$ cat config.mk
export PLATFORM = sky130hd
export DESIGN_NAME = eye_opening_monitor
export DESIGN_NICKNAME = d
export VERILOG_FILES = /design/src/rtl/eye_mon_pkg.sv /design/src/rtl/eye_min_tracker.sv /design/src/rtl/eye_opening_monitor.sv
export SDC_FILE = /design/constraint.sdc
export NUM_CORES = 1
export LEC_CHECK = 0
export ABC_CLOCK_PERIOD_IN_PS = 3100
export CORE_ASPECT_RATIO = 0.8
export CORE_MARGIN = 4
export CORE_UTILIZATION = 56
export DETAILED_ROUTE_END_ITERATION = 16
export PLACE_DENSITY = 0.79
export SYNTH_ARGS = -nofsm -noshare
export SYNTH_HDL_FRONTEND = slang
export SYNTH_SLANG_ARGS = --single-unit
$ cat constraint.sdc
create_clock -name clock_with_shift -period 3.1 [get_ports clock_with_shift]
set_clock_uncertainty 0.2 [all_clocks]
set_input_delay 0.31 -clock clock_with_shift [delete_from_list [all_inputs] [get_ports clock_with_shift]]
set_output_delay 0.31 -clock clock_with_shift [all_outputs]
set_load 0.05 [all_outputs]
$ cat src/rtl/eye_mon_pkg.sv
// Shared state type, magnitude helpers and constants for the eye opening monitor.
package eye_mon_pkg;

    typedef enum logic [1:0] {
        IDLE   = 2'd0,
        SETTLE = 2'd1,
        ACCUM  = 2'd2,
        REPORT = 2'd3
    } eye_state_t;

    localparam int unsigned DEFAULT_DATA_W = 8;

    // Largest magnitude representable by a w-bit two's complement sample.
    function automatic logic [31:0] mag_max(input int unsigned w);
        return (32'd1 << (w - 1)) - 32'd1;
    endfunction

    localparam logic [31:0] MAG_MAX = mag_max(DEFAULT_DATA_W);

    // s is a w-bit sample sign-extended to 32 bits; the most negative code saturates.
    function automatic logic [31:0] sat_abs(input logic [31:0] s, input int unsigned w);
        if (s == ~mag_max(w)) begin
            return mag_max(w);
        end
        if (s[31]) begin
            return -s;
        end
        return s;
    endfunction

endpackage

$ cat src/rtl/eye_min_tracker.sv
// Running minimum of sample magnitudes over a window, with an optional
// below-threshold sample counter enabled by EYE_MON_ERRCNT_EN.
module eye_min_tracker
    import eye_mon_pkg::*;
#(
    parameter int OPEN_W = 7
`ifdef EYE_MON_ERRCNT_EN
    , parameter int ERR_THRESH = 8
    , parameter int CNT_W      = 9
`endif
) (
    input  logic              clock_with_shift,
    input  logic              reset_n,
    input  logic              i_clear,
    input  logic              i_valid,
    input  logic [OPEN_W-1:0] i_mag,
    output logic [OPEN_W-1:0] o_min,
    output logic [OPEN_W-1:0] o_min_next
`ifdef EYE_MON_ERRCNT_EN
    , output logic [CNT_W-1:0] o_err_cnt
    , output logic [CNT_W-1:0] o_err_cnt_next
`endif
);

    localparam logic [OPEN_W-1:0] MIN_INIT = OPEN_W'(mag_max(OPEN_W + 1));

    logic [OPEN_W-1:0] r_min;
    logic [OPEN_W-1:0] w_min_base;

    // A clear together with a valid sample starts the new window with that sample.
    always_comb begin
        w_min_base = i_clear ? MIN_INIT : r_min;
        o_min_next = w_min_base;
        if (i_valid && (i_mag < w_min_base)) begin
            o_min_next = i_mag;
        end
    end

    always_ff @(posedge clock_with_shift or negedge reset_n) begin
        if (!reset_n) begin
            r_min <= MIN_INIT;
        end else begin
            r_min <= o_min_next;
        end
    end

    assign o_min = r_min;

`ifdef EYE_MON_ERRCNT_EN
    logic [CNT_W-1:0] r_err_cnt;
    logic [CNT_W-1:0] w_err_base;
    logic             w_below;

    assign w_below        = i_valid && (int'(i_mag) < ERR_THRESH);
    assign w_err_base     = i_clear ? '0 : r_err_cnt;
    assign o_err_cnt_next = w_err_base + CNT_W'(w_below);

    always_ff @(posedge clock_with_shift or negedge reset_n) begin
        if (!reset_n) begin
            r_err_cnt <= '0;
        end else begin
            r_err_cnt <= o_err_cnt_next;
        end
    end

    assign o_err_cnt = r_err_cnt;
`endif

endmodule

$ cat src/rtl/eye_opening_monitor.sv
// Eye opening monitor: settles after each equaliser change, then reports the
// minimum |sample| of every WINDOW valid samples. Optional err_count via EYE_MON_ERRCNT_EN.
//
// state  | meaning
// IDLE   | disabled, waiting for enable
// SETTLE | discarding SETTLE_SAMPLES valid samples after (re)start
// ACCUM  | tracking the window minimum
// REPORT | opening_ready high; a valid sample here opens the next window
module eye_opening_monitor
    import eye_mon_pkg::*;
#(
    parameter int DATA_W         = 8,
    parameter int WINDOW         = 256,
    parameter int SETTLE_SAMPLES = 16,
    parameter int OPEN_W         = DATA_W - 1
`ifdef EYE_MON_ERRCNT_EN
    , parameter int ERR_THRESH   = 8
`endif
) (
    input  logic              clock_with_shift,
    input  logic              reset_n,
    input  logic              enable,
    input  logic              restart,
    input  logic [DATA_W-1:0] sample,
    input  logic              sample_valid,
    output logic [OPEN_W-1:0] opening,
    output logic              opening_ready,
    output logic              busy
`ifdef EYE_MON_ERRCNT_EN
    , output logic [$clog2(WINDOW):0] err_count
`endif
);

    localparam int WCNT_W = $clog2(WINDOW) + 1;
    localparam int SCNT_W = (SETTLE_SAMPLES == 0) ? 1 : $clog2(SETTLE_SAMPLES + 1);
    localparam logic [WCNT_W-1:0] WIN_LAST    = WCNT_W'(WINDOW - 1);
    localparam logic [SCNT_W-1:0] SETTLE_LAST = SCNT_W'((SETTLE_SAMPLES == 0) ? 0 : SETTLE_SAMPLES - 1);
    localparam eye_state_t        START_STATE = (SETTLE_SAMPLES == 0) ? ACCUM : SETTLE;

    eye_state_t        r_state;
    logic [SCNT_W-1:0] r_settle_cnt;
    logic [WCNT_W-1:0] r_win_cnt;
    logic [OPEN_W-1:0] r_opening;
    logic              r_ready;
    logic              r_busy;

    logic [31:0]       w_sample_ext;
    logic [31:0]       w_mag_full;
    logic [OPEN_W-1:0] w_mag;
    logic              w_clear;
    logic              w_take;
    logic [OPEN_W-1:0] w_min_reg;
    logic [OPEN_W-1:0] w_min_next;
    logic              w_unused_bits;

    assign w_sample_ext = {{(32 - DATA_W){sample[DATA_W-1]}}, sample};
    assign w_mag_full   = sat_abs(w_sample_ext, DATA_W);
    assign w_mag        = w_mag_full[OPEN_W-1:0];

    // The tracker restarts whenever no window is in progress; REPORT also clears
    // it so a sample arriving there becomes the first of the next window.
    assign w_clear = !enable || restart || (r_state != ACCUM);
    assign w_take  = enable && !restart && sample_valid &&
                     ((r_state == ACCUM) || (r_state == REPORT));

`ifdef EYE_MON_ERRCNT_EN
    logic [WCNT_W-1:0] w_err_reg;
    logic [WCNT_W-1:0] w_err_next;
    logic [WCNT_W-1:0] r_err_count;

    assign w_unused_bits = ^{w_mag_full[31:OPEN_W], w_min_reg, w_err_reg};
`else
    assign w_unused_bits = ^{w_mag_full[31:OPEN_W], w_min_reg};
`endif

    eye_min_tracker #(
        .OPEN_W     (OPEN_W)
`ifdef EYE_MON_ERRCNT_EN
        , .ERR_THRESH (ERR_THRESH)
        , .CNT_W      (WCNT_W)
`endif
    ) u_min_tracker (
        .clock_with_shift (clock_with_shift),
        .reset_n          (reset_n),
        .i_clear          (w_clear),
        .i_valid          (w_take),
        .i_mag            (w_mag),
        .o_min            (w_min_reg),
        .o_min_next       (w_min_next)
`ifdef EYE_MON_ERRCNT_EN
        , .o_err_cnt      (w_err_reg)
        , .o_err_cnt_next (w_err_next)
`endif
    );

    always_ff @(posedge clock_with_shift or negedge reset_n) begin
        if (!reset_n) begin
            r_state      <= IDLE;
            r_settle_cnt <= '0;
            r_win_cnt    <= '0;
            r_opening    <= '0;
            r_ready      <= 1'b0;
            r_busy       <= 1'b0;
`ifdef EYE_MON_ERRCNT_EN
            r_err_count  <= '0;
`endif
        end else begin
            r_ready <= 1'b0;
            if (!enable) begin
                r_state      <= IDLE;
                r_busy       <= 1'b0;
                r_settle_cnt <= '0;
                r_win_cnt    <= '0;
            end else if ((r_state == IDLE) || restart) begin
                r_state      <= START_STATE;
                r_busy       <= 1'b1;
                r_settle_cnt <= '0;
                r_win_cnt    <= '0;
            end else begin
                case (r_state)
                    SETTLE: begin
                        if (sample_valid) begin
                            if (r_settle_cnt == SETTLE_LAST) begin
                                r_state      <= ACCUM;
                                r_settle_cnt <= '0;
                                r_win_cnt    <= '0;
                            end else begin
                                r_settle_cnt <= r_settle_cnt + SCNT_W'(1);
                            end
                        end
                    end
                    ACCUM: begin
                        if (sample_valid) begin
                            if (r_win_cnt == WIN_LAST) begin
                                r_state     <= REPORT;
                                r_busy      <= 1'b0;
                                r_win_cnt   <= '0;
                                r_ready     <= 1'b1;
                                r_opening   <= w_min_next;
`ifdef EYE_MON_ERRCNT_EN
                                r_err_count <= w_err_next;
`endif
                            end else begin
                                r_win_cnt <= r_win_cnt + WCNT_W'(1);
                            end
                        end
                    end
                    REPORT: begin
                        r_state   <= ACCUM;
                        r_busy    <= 1'b1;
                        r_win_cnt <= WCNT_W'(sample_valid);
                    end
                    default: begin
                        r_state <= IDLE;
                        r_busy  <= 1'b0;
                    end
                endcase
            end
        end
    end

    assign opening       = r_opening;
    assign opening_ready = r_ready;
    assign busy          = r_busy;
`ifdef EYE_MON_ERRCNT_EN
    assign err_count     = r_err_count;
`endif

endmodule

==> flow_results.org <==
** Timing
- Timing would allow up to approximately 0.34 GHz.
- In the finished design, the share of the clock period the worst path needs comes to 95.88%.
- At the pin with the least slew margin, the transition time is between 500 and 600 ps.
- The smallest clock period supported by the final layout is computed as ~3000 ps.
- Worst slack on hold paths :: just over 200 ps
- The final-report max-slew violation count is 0.
- Setup violations remaining at the end of the flow were counted as 0.
- Number of failing hold endpoints at the final stage :: 0
- Final sum of negative setup slack :: 0 ps
- Headroom to the max-slew limit came out at just over 60%.

** Drt
- The routed layout has roughly 2,000 vias.
- Post-detailed-route via-to-cell ratio :: ~6
- WL/cell :: between 15 and 20 um
- The first TritonRoute pass finished after 4 iterations.
- Iteration-0 DRC count of the detailed router :: 115
- The detail route stage leaves a number of antenna-violating nets equal to 0.
- Final routed DRC violation total :: 0
- WL final :: approximately 5500 um

** Critical path
- Slowest cell on the critical path :: sky130_fd_sc_hd__a2111oi_4
- The critical path goes through clkdlybuf4s15_1 -> inv_2 -> ha_4 -> or3b_4 -> a211oi_2 -> a31oi_1 -> ha_1 -> a21o_1 -> a2111oi_4 -> o21ai_4 -> nor2_4 -> mux2i_1.
- Startpoint type of the worst setup path :: input port
- The largest single stage delay on the critical path is about 480 ps.
- Worst endpoint data arrival time :: about 3000 ps
- Worst reg2reg endpoint :: u_min_tracker.o_min[1]
- Cell depth of the worst flop-to-flop path :: 8
- The worst setup path is captured at a flip-flop.
- In this run the worst path has a maximum fanout of 7.
- The setup path with the least slack is of type input port to flip-flop.
- Required time of the critical path :: about 3100 ps
- The startpoint identified for the worst register-to-register timing path is r_state[0].
- Setup slack of the most critical reg-to-reg path :: 360 ps

** Die
- For this configuration, the core starts out at a cell density of approximately three fifths.
- Count of pins on the block boundary :: 22
- In this run the standard cell core region covers between 3000 and 4000 um^2.
- The floorplan step set the die height to around 63 um.
- Measured along the x axis, the die boundary spans 76.40 um.
- The die covers 4791 um^2.
- In this run the core area contains 19 standard-cell rows.

** Finish
- Leaving out fill and tap cells, the most frequent cell in the layout is sky130_fd_sc_hd__buf_4.
- After filler insertion, the fill cell instance count of the layout stands at 216.
- Layout Nets :: 307
- Layout cell share with drive strength beyond 1 :: between 30% and 40%
- 0 antenna diodes ended up in the layout.
- Highest-count cells in the layout ignoring fill and taps :: sky130_fd_sc_hd__buf_4, sky130_fd_sc_hd__dfrtp_1, sky130_fd_sc_hd__nor2_1
- Relative to the synthesized area, the layout overhead comes to 34.98%.
- After the flow finishes, the layout carries non-filler instances totaling between 300 and 400.

** Yosys
- Total nets after synthesis :: 241
- Counting flops with an async set or reset pin after synthesis yields a share of 100.0%.
- Synthesized area :: 2096 um^2
- The largest total area in the synthesized netlist belongs to sky130_fd_sc_hd__dfrtp_1.
- The synthesized design contains 32 register bits.
- The netlist uses 63 different library cells.
- Number of warnings printed during yosys synthesis :: 0
- Mapped Cells :: around 220
- Among all flip-flop cells after synthesis, the most frequent one is sky130_fd_sc_hd__dfrtp_1.
- Of the synthesized area, sequential elements account for 38.63%.
- Largest cells by area after synthesis :: sky130_fd_sc_hd__dfrtp_1, sky130_fd_sc_hd__dfstp_2, sky130_fd_sc_hd__ha_1
- Counting flops with a built-in enable in the synthesized netlist gives 0.
- Share of the synthesized area in the top cell type :: between 20% and 30%
- Synth Area per Inst :: around 9.6 um^2

** Clocking
- TritonCTS built the clock tree.
- The clock passes through at most 2 buffers.
- Counting every sink on the clock net gives 32.
- Clock tree synthesis inserted a total of 5 buffers.
- For the worst-skew pair, the clock arrives at the later sink with an insertion delay of around 300 ps.
- For this design, the CTS-stage hold fixing added 0 buffers.
- Clock-pin slew was measured on the worst setup and hold paths at ~70 ps.
- CTS placed an instance of sky130_fd_sc_hd__clkbuf_8 at the clock tree root.
- The H-tree was split into 2 levels.

** Job
- Max-cap violations :: 0

** Power and ir drop
- Of the total power, the clock network draws roughly 36%.
- Switching share of total power :: 27.31%
- The share of total power dissipated in combinational logic is about a fifth.
- Cell internal power was estimated by the tool at around 700 uW.
- Switching Power :: 257.3 uW
- The analysis attributes to cell leakage a power of 1.266 nW.
- Registers are responsible for between 40% and 50% of the overall power.
- IR Drop Worst-Case VDD :: just over 0.0003 V
- Power per Cell Area :: 333.1 nW/um^2

** Place
- The wire-length estimate of the detail-placed layout is about 3700 um.
- Gpl congestion :: 0.8997
- Port Buf Inserts :: 21
- After detailed placement, the design holds a cell count of 313.

** Global routing
- Antenna violations before repair :: 0
- Wire length of the first global-routing pass :: 9121 um
- Across every metal layer, demand over resource in global routing totals 23.52%.
- Number of global-route vias before repair :: between 1,500 and 2,000
- Maximum number of pins on one net before global-route repair :: 33
- Total overflow reported by the global router :: 0

** Outcome
- Status :: finished clean

** Worst hold path
- Worst hold-check path type :: input port to asynchronous set/reset pin
## worst max-delay path: cells and delay by family
kind / cells / cell delay (ps)
simple gates: 2 / 610
fa+ha+maj: 2 / 360
compound gates: 5 / 1160
mux: 1 / 210
buf+inv: 2 / 320
## sequential cells by signal, indices dropped and copies added (netlist names)
name                 flops
busy                     1
r_win_cnt                9
r_settle_cnt             5
u_min_tracker.o_min      7
r_state                  2
opening_ready            1
opening                  7
## repair_timing
item	in CTS	in global routing
gates resized for setup	16	18
cloned	1	0
buffers inserted	3	3
endpoints found under the setup margin	14	8
pin swaps	8	10
## metal layers
layer	up-vias	part of all wire, %	track usage [%]
met5	-	0	0
met4	0	2.5	5.882
met3	16	5.3	6.340
met2	53	44	33.88
met1	969	49	34.79
li1	961	-	-
## power groups by stage
stage          registers, mW  clock network (mW)  logic (mW)
3_5_place_dp           0.433                   0       0.159
5_1_grt                0.427               0.372       0.193
2_1_floorplan          0.437                   0      0.0717
6_report               0.426               0.338       0.178
3_3_place_gp           0.433                   0       0.156
4_1_cts                0.426               0.342       0.167
## cell usage after synthesis (all sizes together) (5+ instances only)
library cell / n
nand4: 7
a21oi: 5
o31ai: 8
o21ai: 17
o21a: 8
ha: 9
dfrtp: 25
nor2: 26
o311ai: 5
nand2: 18
dfstp: 7
nand3: 8
inv: 9
nor3: 6
nor2b: 5
## worst max path at each step
stage	startpoint	to	depth (start not counted)
after floorplan	sample[2]	opening[4]	9
after global placement	sample[0]	opening[4]	11
after detailed placement	sample[0]	opening[5]	12
after CTS	sample[3]	opening[5]	11
after global routing	sample[0]	u_min_tracker.o_min[1]	12
final	sample[0]	u_min_tracker.o_min[1]	12
## kinds of logic after synthesis
group,share of synthesized area [%]
xor+xnor,1.254
mux,0.9553
buf+inv,4.000
compound gates,25.07
simple gates,24.72
fa+ha+maj,5.373
flops,38.63
## through the flow
stage | utilization [%] | power, mW | setup slack, ps | area (um^2)
4_1_cts | 78.84 | 0.9357 | 51.53 | 2774
3_5_place_dp | 73.93 | 0.5925 | -549.8 | 2601
5_1_grt | 80.41 | 0.9914 | -14.82 | 2829
2_1_floorplan | - | 0.5091 | 104.4 | 2096
3_3_place_gp | 73.93 | 0.5898 | -396.0 | 2601
6_report | 80.41 | 0.9423 | 127.6 | 2829
## layout make-up
class / count / area [um^2] / area share, %
tap: 42 / 52.55 / 1.858
clock inverter: 2 / 10.01 / 0.3538
timing repair buffer: 66 / 546.8 / 19.33
multi-input combinational: 171 / 1294 / 45.73
inverter: 9 / 33.78 / 1.194
sequential: 32 / 809.5 / 28.62
clock buffer: 6 / 82.58 / 2.919
Note: power is estimated with default switching activity, not from simulation.
